### config.mk
export PLATFORM = sky130hd
export DESIGN_NAME = nco_multi_ctrl
export DESIGN_NICKNAME = d
export VERILOG_FILES = /design/src/rtl/nco_ctrl_pkg.sv /design/src/rtl/lut_load_ctr.sv /design/src/rtl/nco_multi_ctrl.sv
export SDC_FILE = /design/constraint.sdc
export NUM_CORES = 1
export LEC_CHECK = 0
export CORE_UTILIZATION = 40
export CTS_BUF_LIST = sky130_fd_sc_hd__clkbuf_16
export DETAILED_ROUTE_END_ITERATION = 8
export MAX_ROUTING_LAYER = met4
export PLACE_DENSITY_LB_ADDON = 0.3
export RECOVER_POWER = 25
export SYNTH_ARGS = -nofsm -noshare
export SYNTH_HDL_FRONTEND = slang
export SYNTH_SLANG_ARGS = --single-unit
### constraint.sdc
create_clock -name clk -period 1.65 [get_ports clk]
set_input_delay 0.2475 -clock clk [delete_from_list [all_inputs] [get_ports clk]]
set_output_delay 0.2475 -clock clk [all_outputs]
set_load 0.01 [all_outputs]
### src/rtl/nco_ctrl_pkg.sv
// Shared types and default parameters for the multi-channel NCO controller.
// Contents:
//   state_t      - 2-bit controller state encoding, also exposed as state_o
//   *_DEF        - default parameter values used by the controller modules
package nco_ctrl_pkg;

    typedef enum logic [1:0] {
        S_IDLE = 2'd0,
        S_LOAD = 2'd1,
        S_RUN  = 2'd2,
        S_WAIT = 2'd3
    } state_t;

    localparam int NUM_CH_DEF = 4;
    localparam int FREQ_W_DEF = 14;
    localparam int LUT_AW_DEF = 10;
    localparam int DATA_W_DEF = 12;

endpackage

### src/rtl/lut_load_ctr.sv
// LUT load address counter with terminal-count detect and registered write bus.
// Ports:
//   clk, rst_n          - clock, asynchronous active-low reset
//   clr                 - clear the address counter to 0
//   inc                 - accept one sample: register a write and advance
//   data                - sample to write on an accepted transfer
//   addr                - current address counter value
//   last                - counter sits at the final LUT address
//   we, wr_addr, wr_data - registered LUT write strobe, address and data
module lut_load_ctr
    import nco_ctrl_pkg::*;
#(
    parameter int LUT_AW = LUT_AW_DEF,
    parameter int DATA_W = DATA_W_DEF
) (
    input  logic              clk,
    input  logic              rst_n,
    input  logic              clr,
    input  logic              inc,
    input  logic [DATA_W-1:0] data,
    output logic [LUT_AW-1:0] addr,
    output logic              last,
    output logic              we,
    output logic [LUT_AW-1:0] wr_addr,
    output logic [DATA_W-1:0] wr_data
);

    assign last = &addr;

    // NOTE: sequential state is assigned with <= so every flop samples
    // pre-edge values, independent of statement order.
    always_ff @(posedge clk or negedge rst_n) begin
        if (!rst_n) begin
            addr <= '0;
        end else if (clr) begin
            addr <= '0;
        end else if (inc) begin
            // Wraps to 0 naturally after the final address.
            addr <= addr + 1'b1;
        end
    end

    always_ff @(posedge clk or negedge rst_n) begin
        if (!rst_n) begin
            we      <= 1'b0;
            wr_addr <= '0;
            wr_data <= '0;
        end else begin
            we <= inc;
            if (inc) begin
                wr_addr <= addr;
                wr_data <= data;
            end
        end
    end

endmodule

### src/rtl/nco_multi_ctrl.sv
// Control FSM for the multi-channel waveform generator: streams samples into
// the shared LUT, starts/stops a masked group of NCO channels and gates each
// channel enable on a non-zero frequency step. All outputs are registered.
// Ports:
//   run_start_i/run_stop_i/ch_mask_i - channel group start, stop (or load abort)
//   load_start_i, load_valid_i/load_data_i/load_ready_o - LUT sample stream
//   freq_step_i                      - per-channel steps, ch i at [i*FREQ_W +: FREQ_W]
//   lut_we_o/lut_addr_o/lut_data_o   - LUT write port
//   nco_en_o, nco_freq_o             - per-channel enables and registered steps
//   load_done_o                      - pulse after the last LUT word is written
//   busy_o, state_o                  - status readback
module nco_multi_ctrl
    import nco_ctrl_pkg::*;
#(
    parameter int NUM_CH = NUM_CH_DEF,
    parameter int FREQ_W = FREQ_W_DEF,
    parameter int LUT_AW = LUT_AW_DEF,
    parameter int DATA_W = DATA_W_DEF
) (
    input  logic                     clk,
    input  logic                     rst_n,
    input  logic                     run_start_i,
    input  logic                     run_stop_i,
    input  logic [NUM_CH-1:0]        ch_mask_i,
    input  logic                     load_start_i,
    input  logic                     load_valid_i,
    input  logic [DATA_W-1:0]        load_data_i,
    output logic                     load_ready_o,
    input  logic [NUM_CH*FREQ_W-1:0] freq_step_i,
    output logic                     lut_we_o,
    output logic [LUT_AW-1:0]        lut_addr_o,
    output logic [DATA_W-1:0]        lut_data_o,
    output logic [NUM_CH-1:0]        nco_en_o,
    output logic [NUM_CH*FREQ_W-1:0] nco_freq_o,
    output logic                     load_done_o,
    output logic                     busy_o,
    output logic [1:0]               state_o
);

    state_t            state, state_next;
    logic [NUM_CH-1:0] active_mask;
    logic [NUM_CH-1:0] step_nz;
    logic              any_active;
    logic              ctr_clr, ctr_inc, ctr_last;
    logic              mask_load, mask_clr;
    logic [LUT_AW-1:0] ctr_addr;

    // Per-channel zero-detect, OR-reduced over the masked channels.
    always_comb begin
        step_nz = '0;
        for (int i = 0; i < NUM_CH; i++) begin
            step_nz[i] = |freq_step_i[i*FREQ_W +: FREQ_W];
        end
    end

    assign any_active = |(active_mask & step_nz);

    // NOTE: every variable gets a default before the case so no path leaves
    // one unassigned, which would otherwise infer a latch.
    always_comb begin
        state_next = state;
        ctr_clr    = 1'b0;
        ctr_inc    = 1'b0;
        mask_load  = 1'b0;
        mask_clr   = 1'b0;
        case (state)
            S_IDLE: begin
                // Stop outranks everything; load outranks run start.
                if (run_stop_i) begin
                    state_next = S_IDLE;
                end else if (load_start_i) begin
                    state_next = S_LOAD;
                    ctr_clr    = 1'b1;
                end else if (run_start_i && (|ch_mask_i)) begin
                    state_next = S_RUN;
                    mask_load  = 1'b1;
                end
            end
            S_LOAD: begin
                if (run_stop_i) begin
                    // Abort: no write this cycle, restart at address 0 next time.
                    state_next = S_IDLE;
                    ctr_clr    = 1'b1;
                end else if (load_valid_i) begin
                    ctr_inc = 1'b1;
                    if (ctr_last) begin
                        state_next = S_IDLE;
                    end
                end
            end
            S_RUN: begin
                if (run_stop_i) begin
                    state_next = S_IDLE;
                    mask_clr   = 1'b1;
                end else begin
                    if (run_start_i && (|ch_mask_i)) begin
                        mask_load = 1'b1;
                    end
                    if (!any_active) begin
                        state_next = S_WAIT;
                    end
                end
            end
            S_WAIT: begin
                if (run_stop_i) begin
                    state_next = S_IDLE;
                    mask_clr   = 1'b1;
                end else if (any_active) begin
                    state_next = S_RUN;
                end
            end
            default: state_next = S_IDLE;
        endcase
    end

    always_ff @(posedge clk or negedge rst_n) begin
        if (!rst_n) begin
            state        <= S_IDLE;
            active_mask  <= '0;
            nco_en_o     <= '0;
            nco_freq_o   <= '0;
            load_done_o  <= 1'b0;
            load_ready_o <= 1'b0;
        end else begin
            state <= state_next;
            if (mask_clr) begin
                active_mask <= '0;
            end else if (mask_load) begin
                active_mask <= ch_mask_i;
            end
            // Enable follows the state being entered, using the mask latched
            // on an earlier edge; a freshly latched mask shows one cycle later.
            nco_en_o <= (state_next == S_RUN) ? (active_mask & step_nz) : '0;
            if (state == S_RUN || state == S_WAIT) begin
                nco_freq_o <= freq_step_i;
            end
            load_done_o  <= ctr_inc && ctr_last;
            load_ready_o <= (state_next == S_LOAD);
        end
    end

    assign busy_o  = (state != S_IDLE);
    assign state_o = state;

    lut_load_ctr #(
        .LUT_AW(LUT_AW),
        .DATA_W(DATA_W)
    ) u_ctr (
        .clk     (clk),
        .rst_n   (rst_n),
        .clr     (ctr_clr),
        .inc     (ctr_inc),
        .data    (load_data_i),
        .addr    (ctr_addr),
        .last    (ctr_last),
        .we      (lut_we_o),
        .wr_addr (lut_addr_o),
        .wr_data (lut_data_o)
    );

endmodule

==> impl_metrics.toml, run 1 <==
[die]
initial_utilization_pct = 41.7
die_w_um = 104
num_io_pins = 166
core_area_um2 = 9910
rows = 36
die_h_um = 104
die_area_um2 = 10700

[sta]
setup_viol = 0
slew_violations = 0
fin_crit_ns = 1.56
worst_slew_pin_slew_ns = 0.955
fmax_mhz = 641
relSlewSlack_pct = 36.3
fin_crit_sh_pct = 94.5
whs_ns = 0.444
rsz0062_at_grt = "no"
skew_ns = 0.00564
fin_ws_ns = 0.0900
hold_viol_final = 0

[placed_design]
place_ws_ns = -0.289
gp_congestion = 0.757
dp_hpwl_um = 7510
io_buffers = 165

[global_route]
antenna_found_initial = 0
gr-total-overflow = 0
grt_pass1_vias = 3380
grt_max_degree = 42
grt_busiest_layer = "met2"
grt.total_usage_pct = 19.9
use_met2_pct = 33.7
grt_pass1_wl_um = 16500
gr-usage-met1_pct = 23.8
groute.layer.met3.usage_pct = 3.27

[worst_setup_path]
cp_top_family = "compound AO/OA/AOI/OAI gates"
cpPeakStageDelay_ns = 0.44
start_kind = "primary input"
crit_buf_inv = 1
crit_path_max_fanout = 2
critPathRequiredTime_ns = 1.91
critPathKind = "primary input to flop"
end_kind = "flop"
cp_data_arrival_time_ns = 1.82
crit_path_cell_trace = "clkdlybuf4s50_1 -> nor4_2 -> a41oi_1 -> a2111o_1 -> a21oi_1"
critPathSlowestCell = "clkdlybuf4s50_1"

[synth]
synth_area_um2 = 4130
synth_xor_area_share_pct = 1.91
ys_types = 33
yosys_warnings = 0
synthMuxAreaShare_pct = 16.2
syn-num-nets = 414
syn_inst = 335
synth_seq_cells = 101
synth_fa_ha_area_share_pct = 0.303
synth_top_family_by_area = "multiplexers"
yosys.area_share.simple_pct = 14.5
synth_compound_area_share_pct = 3.30
avgSynthCellArea_um2 = 12.3
synth_top_area_share_pct = 61.2
synth_area_leader_cell = "dfrtp_1"
yosys-top-cells-area = "dfrtp_1, mux2_2, nand2_1"
yosysSeqAreaShare_pct = 61.2

[worst_hold_path]
hold_class = "primary input to flop"

[routing]
wl_per_cell_um = 14.9
postRouteAntennaNets = 0
via_per_inst = 4.82
dr_total_vias = 3207
routed_wirelength_um = 9880
first_pass_iters = 4
drtIter0Drc = 92
drc = 0

[finish]
n_antenna_cell = 0
drive_gt1_share_pct = 22.0
fillers = 768
final_nets = 606
regArea_um2 = 2530
area_delta_synth_final_pct = 56.4
multi_input_area_um2 = 1510

[clocking]
clkSinkCount = 101
clk_path_buf_depth = 2
numCtsBuffers = 9
cts.htree.levels = 3
cts_root_buffer = "clkbuf_16"
clk_latency_ns = 0.33
clkTransAtPathRegs_ns = 0.07
cts_tree = "yes"
cts_setup_buffers = 0

[power]
p_seq_share_pct = 41.1
combPwrFrac_pct = 28.8
switching_power_w = 0.00202
swShare_pct = 25.5
power_frac_clock_pct = 30.1
ir_drop_mv = 0.657
power_density_nw_per_um2 = 1230
p_int_w = 0.00590
leakage_nw = 2.87

[flow_run]
drv_cap = 0

[outcome]
status = "complete, no violations"
cell families after synthesis:
kind of cell	after synthesis
adders and majority gates	1
AOI/OAI and AO/OA	17
buffers and inverters	21
and+or+nand+nor	126
muxes	60
xor gates and xnor gates	9
DFF	101
power groups by stage:
| stage | clock (W) | sequential, W | combinational [W] |
|---|---|---|---|
| floorplan | 0 | 0.00353 | 0.000606 |
| global placement | 0 | 0.00328 | 0.00227 |
| detailed placement | 0 | 0.00331 | 0.00230 |
| CTS | 0.00244 | 0.00327 | 0.00231 |
| global route | 0.00253 | 0.00332 | 0.00243 |
| finish | 0.00238 | 0.00326 | 0.00228 |
per-stage QoR:
step / cell area, um2 / power [W] / utilization (%) / setup TNS, ns / instances
floorplan: 4130 / 0.00414 / - / 0 / 335
global placement: 6110 / 0.00556 / 61.7 / -1.21 / 648
detailed placement: 6110 / 0.00562 / 61.7 / -1.52 / 648
CTS: 6460 / 0.00802 / 65.2 / 0 / 665
global route: 6460 / 0.00829 / 65.2 / 0 / 665
finish: 6460 / 0.00792 / 65.2 / 0 / 665
layout by cell type, fill, tap and decap left out, types with 5 or more instances in the layout:
master	netlist	final
clkdlybuf4s50_1	0	161
dfrtp_1	101	100
nand2_1	76	76
mux2_2	56	56
buf_4	0	28
nor2_1	18	18
nor4_1	11	9
clkbuf_16	0	9
a21oi_1	6	6
xnor2_1	6	6
inv_1	5	5
final cells by class:
type                       instances  area share (%)
multi-input combinational        213            23.4
inverter                           6           0.349
clock inverter                     7            1.74
tap                              133            2.58
clock buffer                       9            3.49
sequential                       101            39.2
timing repair buffer             196            29.3
worst register-to-register path, stage by stage, from the launching register on:
cell and delay [ns]:
dfrtp_2 0.44, buf_4 0.19, buf_4 0.35, mux2_2 0.41
timing repair:
| action | CTS | global route |
|---|---|---|
| endpoints found under the setup margin | 3 | 2 |
| resized for setup | 4 | 3 |
| pin swaps | 0 | 0 |
| hold buffers | 1 | 0 |
| hold endpoints to repair | 35 | 0 |
| cloned | 0 | 0 |
cells in the mapped netlist, drive strengths merged:
| cell type | count |
|---|---|
| nand3b | 1 |
| nand2b | 1 |
| mux2 | 56 |
| mux2i | 4 |
| a41oi | 3 |
| or2 | 1 |
| o211a | 3 |
| xor2 | 3 |
| a21oi | 7 |
| nand3 | 3 |
| buf | 12 |
| nand4bb | 1 |
| nor4 | 13 |
| o41ai | 2 |
| nand4 | 4 |
| dfrtp | 101 |
| inv | 6 |
| xnor2 | 6 |
| o21ai | 1 |
| ha | 1 |
| nor2 | 18 |
| nand2 | 76 |
| a2111o | 1 |
| and2 | 1 |
| and4 | 1 |
| clkbuf | 3 |
| nor3 | 6 |
final timing paths:
kind,end,startpoint,depth (start not counted),slack [ns]
setup / recovery,state_o[0],freq_step_i[17],5,0.09
max in group asynchronous,nco_freq_o[17],rst_n,3,0.23
hold / removal,u_ctr.wr_data[4],load_data_i[4],3,0.44
hold reg to reg,u_ctr.wr_addr[5],u_ctr.wr_addr[5],2,0.47
min in group asynchronous,u_ctr.wr_data[10],rst_n,2,0.61
setup reg to reg,nco_freq_o[41],state_o[1],3,0.16
sequential cells by signal, summed over array words and instances, names as in the netlist:
name           count
load_ready_o       1
load_done_o        1
nco_en_o           4
active_mask        4
u_ctr.addr        10
u_ctr.wr_addr     10
state_o            2
u_ctr.we           1
nco_freq_o        56
u_ctr.wr_data     12
layer usage:
layer  vias to the layer above  share of wire (%)
li1                       1534                  -
met5                         -                  0
met2                        98                 52
met3                        13                4.3
met4                         0                1.8
met1                      1562                 42
Note: power is estimated with default switching activity, not from simulation.
==> run 2, diff against run 1 <==
==> constraint.sdc (replaced) <==
create_clock -name clk -period 1.65 [get_ports clk]
set_input_delay 0.2475 -clock clk [delete_from_list [all_inputs] [get_ports clk]]
set_output_delay 0.2475 -clock clk [all_outputs]
set_load 0.05 [all_outputs]
==> run 2 against run 1 <==
Effect of this change:
- cell count decreased by 0.90%
- power increased by 12%
- combinational power increased by 61%
- maximum frequency decreased by 4.1%
- cell area decreased by 4.0%
- first-iteration DRC count increased by 42%
- sequential power about the same
- core utilization decreased by 2.6 points
- non-clock buffer count decreased by 6
- register-to-register slack improved by 0.03 ns
- clock skew increased by 0.0055 ns
- count of clock-buffer cells in the layout unchanged
- critical endpoint unchanged
- largest cell class unchanged
==> impl_metrics.toml, run 2 (synthesized netlist as in run 1, its figures left out) <==
[finish]
final_common_cell = "buf_4"
final_area_um2 = 6200
layout.cells.non_filler = 659
area_delta_synth_final_pct = 50.1
final_nets = 600
drive_gt1_share_pct = 37.3
multi_input_area_um2 = 1510
top_register = "nco_freq_o"
largest_register_ffs = 56
fillers = 812
regArea_um2 = 2530
largestRegisters = "nco_freq_o: 56 flops, u_ctr.wr_data: 12 flops"
layout_common_cells = "buf_4, dfrtp_1, nand2_1, clkdlybuf4s50_1, mux2_2"
n_antenna_cell = 0

[clocking]
cts_root_buffer = "clkbuf_16"
clkSinkCount = 101
clk_path_buf_depth = 2
clkTransAtPathRegs_ns = 0.07
cts_tree = "yes"
clk_latency_ns = 0.33
cts.htree.levels = 3
numCtsBuffers = 9

[routing]
postRouteAntennaNets = 0
drc = 0
routed_wirelength_um = 9730
dr_total_vias = 3180
first_pass_iters = 4
drtIter0Drc = 131
via_per_inst = 4.83
wl_per_cell_um = 14.8

[worst_setup_path]
reg2reg_from = "u_ctr.addr[6]"
cp_data_arrival_time_ns = 1.88
start_kind = "primary input"
rr_endpoint = "load_ready_o"
critPathSlowestCell = "clkdlybuf4s50_1"
end_kind = "flop"
critPathKind = "primary input to flop"
crit_path_max_fanout = 2
crit_path_cell_trace = "clkdlybuf4s50_1 -> nor4_2 -> a41oi_2 -> a2111o_1 -> a21oi_1"
r2r_cells = 4
worst-r2r-setup-slack_ns = 0.19
cpPeakStageDelay_ns = 0.44
critPathRequiredTime_ns = 1.90

[die]
die_w_um = 104
rows = 36
initial_utilization_pct = 41.7
die_area_um2 = 10700
core_area_um2 = 9910
num_io_pins = 166
die_h_um = 104

[placed_design]
place_inst = 642
place_area_um2 = 5900
io_buffers = 165
gp_congestion = 0.759
dp_hpwl_um = 7230
place_ws_ns = -0.297

[power]
power_density_nw_per_um2 = 1440
leakage_nw = 2.93
ir_drop_mv = 0.815

[global_route]
grt_pass1_vias = 3326
gr-total-overflow = 0
antenna_found_initial = 0
grt_max_degree = 67
grt_pass1_wl_um = 16300
grt.total_usage_pct = 19.4

[sta]
skew_ns = 0.0111
setup_viol = 0
fmax_mhz = 615
fin_crit_ns = 1.63
relSlewSlack_pct = 49.1
slew_violations = 0
hold_viol_final = 0
fin_crit_sh_pct = 98.6
worst_slew_pin_slew_ns = 0.764
fin_ws_ns = 0.0231

[flow_run]
drv_cap = 0

[worst_hold_path]
hold_depth = 3
hold_class = "primary input to flop"
min_from = "load_data_i[9]"
min_to = "u_ctr.wr_data[9]"

[outcome]
status = "complete, no violations"
-- run 2: cell types whose count changed in the layout (fill, tap and decap cells not counted), sizes merged --
cell and delta:
buf +81, bufinv -3, clkdlybuf4s50 -85, clkinv -1
clkinvlp +1, dlygate4sd2 -2, inv +3
-- run 2: area by class of cell --
class	count	area share [%]
clock buffers	9	3.63
clock inverters	7	0.847
inverters	6	0.363
multi-input cells	213	24.4
flip-flops and latches	101	40.8
well taps	133	2.68
repair buffers	190	27.3
-- run 2: routing by layer --
layer  vias to the layer above  GRT usage [%]  routed length, um
met1                      1550           23.8               4110
li1                       1527              -                  -
met2                        90           32.2               5010
met5                         -              -                  0
met3                        13           3.27                448
met4                         0           7.56                163
-- run 2: how the worst max path moves through the flow --
stage,cells past startpoint,start,slack (ns),endpoint
floorplan,5,state_o[0],0.09,u_ctr.addr[5]
global placement,5,freq_step_i[8],-0.26,state_o[0]
detailed placement,5,freq_step_i[17],-0.30,state_o[0]
CTS,5,freq_step_i[17],0.04,state_o[0]
global route,5,freq_step_i[17],-0.01,state_o[0]
finish,5,freq_step_i[17],0.02,state_o[0]
-- run 2: through the flow --
stage	total power [W]	utilization (%)	TNS [ns]	hold slack (ns)
after detailed placement	0.00701	59.5	-1.32	0.206
after global routing	0.00930	62.6	-0.0124	0.443
final	0.00891	62.6	0	0.442
after floorplan	0.00567	-	0	-0.0481
after CTS	0.00900	62.4	0	0.386
after global placement	0.00695	59.5	-1.38	0.205
-- run 2: worst max-delay path: cells and delay by family --
kind	cells	cell delay, ns
buf+inv	1	0.44
compound gates	3	0.80
simple gates	1	0.40
-- run 2: report_power, final --
part / switching (W) / internal (W)
logic: 0.00240 / 0.00126
registers: 0.000287 / 0.00300
clock network: 0.000928 / 0.00103
-- run 2: timing repair --
action	in CTS	in global routing
resized for setup	0	3
setup endpoints to repair	0	2
hold buffers	1	0
hold endpoints to repair	24	0
setup buffers	0	0
==> run 3, diff against run 2 <==
--- a/config.mk
+++ b/config.mk
@@ -5,6 +5,7 @@
 export SDC_FILE = /design/constraint.sdc
 export NUM_CORES = 1
 export LEC_CHECK = 0
+export CORE_ASPECT_RATIO = 0.5
 export CORE_UTILIZATION = 40
 export CTS_BUF_LIST = sky130_fd_sc_hd__clkbuf_16
 export DETAILED_ROUTE_END_ITERATION = 8
==> constraint.sdc (replaced) <==
create_clock -name clk -period 1.6 [get_ports clk]
set_input_delay 0.24 -clock clk [delete_from_list [all_inputs] [get_ports clk]]
set_output_delay 0.24 -clock clk [all_outputs]
set_load 0.05 [all_outputs]
==> run 3 against run 2 <==
Effect of this change:
- power up 3.0%
- non-clock buffer count up 18
- sequential power up 3%
- die area up 0.23%
- sequential share of layout area down 0.82 points
- clock power about the same
- critical endpoint unchanged
- critical path type unchanged
- clock skew down 0.0060 ns
- cell count up 3.0%
- worst setup slack better by 0.041 ns
- first-iteration DRC count down 19%
- global-route usage up 0.74 points
==> impl_metrics.toml, run 3 (synthesized netlist as in run 1, its figures left out) <==
[outcome]
status = "complete, no violations"

[clocking]
cts_root_buffer = "clkbuf_16"
clk_path_buf_depth = 2
numCtsBuffers = 9
clkSinkCount = 101
clkTransAtPathRegs_ns = 0.06
cts_tree = "yes"
cts.htree.levels = 3
clk_latency_ns = 0.34

[sta]
slew_violations = 0
worst_slew_pin_slew_ns = 0.502
fin_tns_setup_ns = 0
whs_ns = 0.301
rsz0062_at_grt = "yes"
fmax_mhz = 651
skew_ns = 0.00510
setup_viol = 0
hold_viol_final = 0
fin_crit_ns = 1.54
relSlewSlack_pct = 66.5
fin_crit_sh_pct = 96.0

[placed_design]
io_buffers = 165
dp_hpwl_um = 7350
place_inst = 659
gp_congestion = 0.783

[worst_setup_path]
worst-r2r-setup-slack_ns = 0.10
start_kind = "primary input"
r2r_cells = 6
critPathRequiredTime_ns = 1.87
end_kind = "flop"
rr_endpoint = "u_ctr.addr[1]"
cp_data_arrival_time_ns = 1.81
reg2reg_from = "state_o[1]"
crit_path_max_fanout = 2
critPathLaunch = "freq_step_i[17]"
critPathKind = "primary input to flop"

[power]
power_density_nw_per_um2 = 1450
leakage_nw = 3.02
p_total_w = 0.00918
ir_drop_mv = 0.894

[worst_hold_path]
min_from = "freq_step_i[13]"
hold_class = "primary input to flop"
hold_depth = 3
min_to = "nco_freq_o[13]"

[die]
die_w_um = 146
core_area_um2 = 9730
rows = 25
die_area_um2 = 10800
initial_utilization_pct = 42.5
die_h_um = 73.9
num_io_pins = 166

[finish]
area_delta_synth_final_pct = 53.3
largestRegisters = "nco_freq_o: 56 flops, u_ctr.wr_data: 12 flops"
layout.cells.non_filler = 679
largest_register_ffs = 56
top_register = "nco_freq_o"
drive_gt1_share_pct = 40.1
final_nets = 618
layout_common_cells = "buf_4, dfrtp_1, nand2_1"
final_common_cell = "buf_4"
n_antenna_cell = 0

[routing]
routed_wirelength_um = 9780
drtIter0Drc = 106
via_per_inst = 4.72
first_pass_iters = 4
drc = 0
wl_per_cell_um = 14.4
dr_total_vias = 3206
postRouteAntennaNets = 0

[global_route]
grt_pass1_wl_um = 16400
grt_pass1_vias = 3314
grt_max_degree = 37
gr-total-overflow = 0
antenna_found_initial = 0
grt.total_usage_pct = 20.2

[flow_run]
drv_cap = 0
## run 3: timing repair
item                                   CTS  global route
pin swaps                                0             2
gates resized for setup                  2             5
cloned                                   0             0
endpoints found under the hold margin   17             0
setup endpoints to repair                1             3
buffers inserted                         3             0
hold buffers                             1             0
## run 3: power breakdown
part	total, W	internal (W)	switching (W)
logic	0.00383	0.00133	0.00249
registers	0.00338	0.00309	0.000289
clock network	0.00197	0.00104	0.000925
total	0.00918	0.00547	0.00371
## run 3: worst max path at each step
stage	to	slack [ns]	cells past startpoint
global route	state_o[0]	-0.02	5
CTS	state_o[0]	0.03	6
detailed placement	state_o[0]	-0.32	6
finish	state_o[0]	0.06	5
global placement	state_o[0]	-0.30	6
floorplan	u_ctr.addr[5]	0.04	5
## run 3: metal layers
layer	share of wire, %	GRT usage (%)	routed length [um]	up-vias
met4	1.3	6.32	127	0
li1	-	-	-	1558
met2	51	33.7	4990	79
met5	0	-	0	-
met3	5.2	5.22	511	12
met1	42	24.4	4150	1557
## run 3: worst max-delay path: stages
cell and delay, ns:
clkdlybuf4s50_1 0.43, nor4_2 0.32, a41oi_1 0.24, a2111o_1 0.45
a21oi_2 0.13
## run 3: layout make-up
type | instances | area [um2]
Clock inverter | 7 | 45.0
Tap cell | 135 | 169
Sequential cell | 101 | 2530
Inverter | 6 | 22.5
Multi-Input combinational cell | 213 | 1520
Fill cell | 785 | 3400
Timing Repair Buffer | 208 | 1820
Clock buffer | 9 | 225
## run 3: metrics by stage
step	worst slack, ns	cell area (um2)	utilization (%)
after global routing	-0.0215	6330	65.1
after global placement	-0.303	6030	61.9
final	0.0646	6330	65.1
after floorplan	0.0402	4130	-
after detailed placement	-0.318	6030	61.9
after CTS	0.0318	6330	65.1
==> patch 1 (settings of run 1) <==
`NUM_CH_DEF`: 4 -> 2.
--- a/src/rtl/nco_ctrl_pkg.sv
+++ b/src/rtl/nco_ctrl_pkg.sv
@@ -12,5 +12,5 @@
     } state_t;
 
-    localparam int NUM_CH_DEF = 4;
+    localparam int NUM_CH_DEF = 2;
     localparam int FREQ_W_DEF = 14;
     localparam int LUT_AW_DEF = 10;
Interface: changed (resized ch_mask_i, freq_step_i, nco_en_o and nco_freq_o); port bits go from 166 to 106. No check against the original RTL was run, so the function may have changed too.
==> patch 1 against run 1 <==
  * Wire length shrank 37%
  * Largest power group unchanged
  * Area after synthesis shrank 32%
  * Sequential cell count is 32 lower
  * Cell area decreased by 32%
  * Cell count decreased by 35%
  * Setup slack worse by 0.033 ns
  * Power decreased by 28%
  * Via count down 34%
==> patch 1: results (changes against run 1) <==
Detailed routing
The post-detailed-route via-to-cell ratio is 4.868 (+0.94%). The overall routed net length is 6226 um (-37%).

Global route
The number of global-route vias before repair came to 2138 (-37%). The wire length of the first global-routing pass is 10010 um (-39%). The pin count of the biggest net entering global routing is 31 (-26%). The global-route usage over all layers is 18.50% (-1.4 points).

Layout
The share of layout cells above drive strength 1 was 27.08% (+5.1 points). The final-layout fill cell count came to 521 (-32%). The final cell count without fillers is 432 (-35%). The final layout net count is 380 (-37%).

The largest registers in the layout are nco_freq_o (28), u_ctr.wr_data (12).

Setup path
The worst endpoint data arrival time was 1.35 ns (-0.47 ns). The top cell family by delay on the critical path is flip-flops.

Placement
The worst setup timing slack at the placement stage is -0.2159 ns (+0.07359 ns). The half-perimeter wire length after placement came to 4620 um (-38%). The post-placement cell area is 4084 um2 (-33%). The count of buffers inserted at the top-level ports is 105 (-36%).

Power and ir drop
The switching power is 0.001421 W (-30%). The part of the power in the clock network is 31.8% (+1.7 points). The switching fraction of total power is 24.90% (-0.62 points).

The power per standard cell area was 1295 nW/um2 (+5.5%). The leakage dissipation is 1.913 nW (-33%).

Clock tree
The count of buffers added by post-CTS timing repair for setup is 1 (+1). The number of gates given a new drive strength after cts came to 3 (-1).

Outcome
The flow ran to the end, and the final reports show no timing, DRC or antenna violations.

Synthesis
The post-synthesis net count is 253 (-39%). The number of library cell types mapped by synthesis is 31 (-6.1%).

Timing
The tightest slew margin relative to the limit was 63.74% (+27 points). The largest clock skew in the final design came to 0.009098 ns (+0.003458 ns).
## patch 1: cell types whose count changed after synthesis, moves of 4 or more
cell,run 1,this run
xnor2_1,6,1
nand2_1,76,4
dfrtp_1,101,69
mux2_2,56,50
nor2_1,18,14
nor4_1,11,6
buf_2,10,2
## patch 1: final timing paths
| path | from | to | slack, ns | cells past startpoint |
|---|---|---|---|---|
| min | rst_n | u_ctr.wr_addr[2] | 0.45 | 2 |
| min in group clk | nco_freq_o[23] | nco_freq_o[23] | 0.50 | 1 |
| max in group asynchronous | rst_n | nco_freq_o[18] | 0.34 | 3 |
| max reg2reg | state_o[1] | u_ctr.wr_data[11] | 0.13 | 3 |
| min reg2reg | nco_freq_o[23] | nco_freq_o[23] | 0.50 | 1 |
| max | state_o[1] | busy_o | 0.06 | 2 |
## patch 1: final cells by class
class	instances	share of cell area, %
sequential	69	39.24
timing repair buffer	124	28.05
clock buffer	9	5.111
clock inverter	7	1.363
tap	96	2.726
inverter	5	0.4259
multi-input combinational	122	23.08
## patch 1: cells by family after synthesis
group / share of synthesized area (%)
XOR/XNOR: 2.187
AND/OR/NAND/NOR: 9.103
adder cells (fa/ha/maj): 0.4462
AO/OA/AOI/OAI: 4.016
flip-flops: 61.58
buffers and inverters: 2.231
multiplexers: 20.44
## patch 1: per-layer routing
metal	up-vias	part of all wire, %	GRT usage (%)
li1	1001	-	-
met1	1029	43	21.89
met2	62	49	29.02
met3	11	5.5	4.909
met4	0	2.2	9.848
met5	-	0	-
## patch 1: worst reg2reg max path, delay by kind of cell, from the launching register on
family | cells | cell delay (ns)
mux | 1 | 0.34
buf+inv | 1 | 0.21
flops | 1 | 0.44
simple gates | 1 | 0.42
==> patch 2 (config.mk and constraints of run 1) <==
Without the edit above. Reset style: synchronous (`rst_n`), changed in 3 clocked blocks. Comments in the files are not updated.
--- a/src/rtl/lut_load_ctr.sv
+++ b/src/rtl/lut_load_ctr.sv
@@ -30,5 +30,5 @@
     // NOTE: sequential state is assigned with <= so every flop samples
     // pre-edge values, independent of statement order.
-    always_ff @(posedge clk or negedge rst_n) begin
+    always_ff @(posedge clk) begin
         if (!rst_n) begin
             addr <= '0;
@@ -41,5 +41,5 @@
     end
 
-    always_ff @(posedge clk or negedge rst_n) begin
+    always_ff @(posedge clk) begin
         if (!rst_n) begin
             we      <= 1'b0;
--- a/src/rtl/nco_multi_ctrl.sv
+++ b/src/rtl/nco_multi_ctrl.sv
@@ -114,5 +114,5 @@
     end
 
-    always_ff @(posedge clk or negedge rst_n) begin
+    always_ff @(posedge clk) begin
         if (!rst_n) begin
             state        <= S_IDLE;
Function: differs if rst_n is asserted again (counterexample within 4 cycles, from zero or initial values and one cycle with rst_n low); with rst_n held inactive, the same outputs for 10 cycles.
==> patch 2 against run 1 <==
  * Via count grew 6.8%
  * Sequential cell count is the same
  * Setup slack worse by 0.036 ns
  * Area after synthesis fell by 6.6%
  * Count of clock-buffer cells in the layout did not move
  * Cell area down 6.4%
  * Sequential share of layout area decreased by 5.7 points
  * Core utilization about the same
  * Global-route usage rose by 0.76 points
  * Wire length shrank 1.0%
Power is not compared: it rests on default switching activity, and its combinational part moved more than twofold at a synthesized area within 25%.
==> patch 2: results (changes against run 1) <==
Outcome
The flow ran to the end, and the final reports show no timing, DRC or antenna violations.

Setup path
The biggest fanout along the worst timing path came to 12 (+10). The top cell family by delay on the critical path is buffers and inverters. In this run the critical register-to-register path is captured at u_ctr.addr[5]. The worst stage delay on the critical path came to 0.57 ns (+0.13 ns).

The worst reg-to-reg setup slack was 0.22 ns (+0.06 ns). The source of the worst register-to-register timing path is state_o[0]. The length in cells of the worst reg-to-reg path is 6 (+3).

Global route
The global-route usage over all layers is 20.63% (+0.76 points). The pin count of the biggest net entering global routing is 49 (+17%). The wire length of the first global-routing pass is 15860 um (-3.7%).

Layout
The final-layout fill cell count is 800 (+4.2%). The largest registers in the layout are nco_freq_o (56), u_ctr.wr_data (12). The final antenna diode count is 0 (unchanged). The final layout net count is 660 (+8.9%).

Detailed routing
The wire length per cell is 13.70 um (-7.8%). The via count of the routed design is 3425 (+6.8%). The overall routed net length was 9779 um (-1.0%). The violation count after the first detailed-routing iteration came to 82 (-11%).

Timing
The transition time at the pin with the least slew margin is 0.5955 ns (-0.3597 ns). The highest clock rate is 626.7 MHz (-2.2%). The final total negative setup slack is 0 ns (unchanged). The worst hold-check slack is 0.4530 ns (+0.008567 ns). The largest clock skew in the final design was 0.007417 ns (+0.001776 ns).

Placement
The half-perimeter wire length after placement came to 7327 um (-2.4%). The worst setup timing slack at the placement stage is -0.3105 ns (-0.02101 ns). The weighted congestion at the end of routability-driven global placement is 0.7782 (+2.8%).

The post-placement cell area was 5767 um2 (-5.7%). The total placed cells including tap cells is 699 (+7.9%).

Worst hold path
The path with the worst hold slack has its endpoint at u_ctr.wr_data[4]. The instance count along the most critical hold path is 2 (-1). The beginning of the worst hold path is u_ctr.wr_data[4]. The class of the tightest hold or removal check is register to register.

Clock tree
The number of gates given a new drive strength after cts is 1 (-3). The clock latency of the later-clocked register in the worst-skew pair is 0.34 ns.

Synthesis
The fraction of registers with async set or reset after synthesis is 0% (-100 points). Sorting the synthesized cells by how often they occur yields dfxtp_1, nor2_1, mux2i_1, nand2_1, a21oi_1. Yosys attributes the largest share of cell area to dfxtp_1, mux2i_1, nor2_1. The synthesized area divided by synthesized cell count is 9.572 um2 (-22%).

The most instantiated flip-flop cell in the synthesis netlist is dfxtp_1. The number of library cell types mapped by synthesis is 35 (+6.1%). The sequential cell area fraction in the yosys report is 52.42% (-8.8 points).

Power and ir drop
The power consumption is 0.004986 W.
==> patch 2: worst max-delay path by stage <==
stage / startpoint / to / depth (start not counted)
floorplan: state_o[0] / u_ctr.addr[4] / 5
global placement: freq_step_i[16] / state_o[0] / 5
detailed placement: freq_step_i[16] / state_o[0] / 5
CTS: freq_step_i[16] / state_o[0] / 5
global route: freq_step_i[24] / state_o[0] / 5
finish: state_o[1] / state_o[1] / 1
==> patch 2: metal layers <==
metal  track usage [%]  vias to the layer above  wire [um]  share of wire (%)
li1                  -                     1721          -                  -
met1             21.99                     1572       4067                 42
met2             35.41                      115       4783                 49
met3             6.128                       17        685                7.0
met4             9.142                        0        242                2.5
met5                 -                        -          0                  0
==> patch 2: area by class of cell <==
class / instances / area (um2) / area share, %
Inverter: 7 / 26.28 / 0.4345
Multi-Input combinational cell: 272 / 1709 / 28.26
Clock buffer: 9 / 225.2 / 3.724
Timing Repair Buffer: 190 / 1859 / 30.75
Sequential cell: 101 / 2026 / 33.50
Clock inverter: 6 / 40.04 / 0.6621
Tap cell: 129 / 161.4 / 2.669
==> patch 2: kinds of logic (layout without fill, tap and decap cells) <==
kind of cell               after synthesis  count (layout)  synth area share [%]
xor gates and xnor gates                 9               9                 2.044
AOI/OAI and AO/OA                       32              32                 5.125
muxes                                   60              60                 15.57
and+or+nand+nor                        170             170                 20.73
adders and majority gates                1               1                0.3243
DFF                                    101             101                 52.42
buffers and inverters                   30             212                 3.795
==> patch 2: worst register-to-register path, stage by stage, from the launching register on <==
cell       delay (ns)
dfxtp_1          0.40
buf_4            0.18
nand4bb_4        0.13
buf_4            0.20
nor3_2           0.20
xnor2_1          0.14
nor2_1           0.05
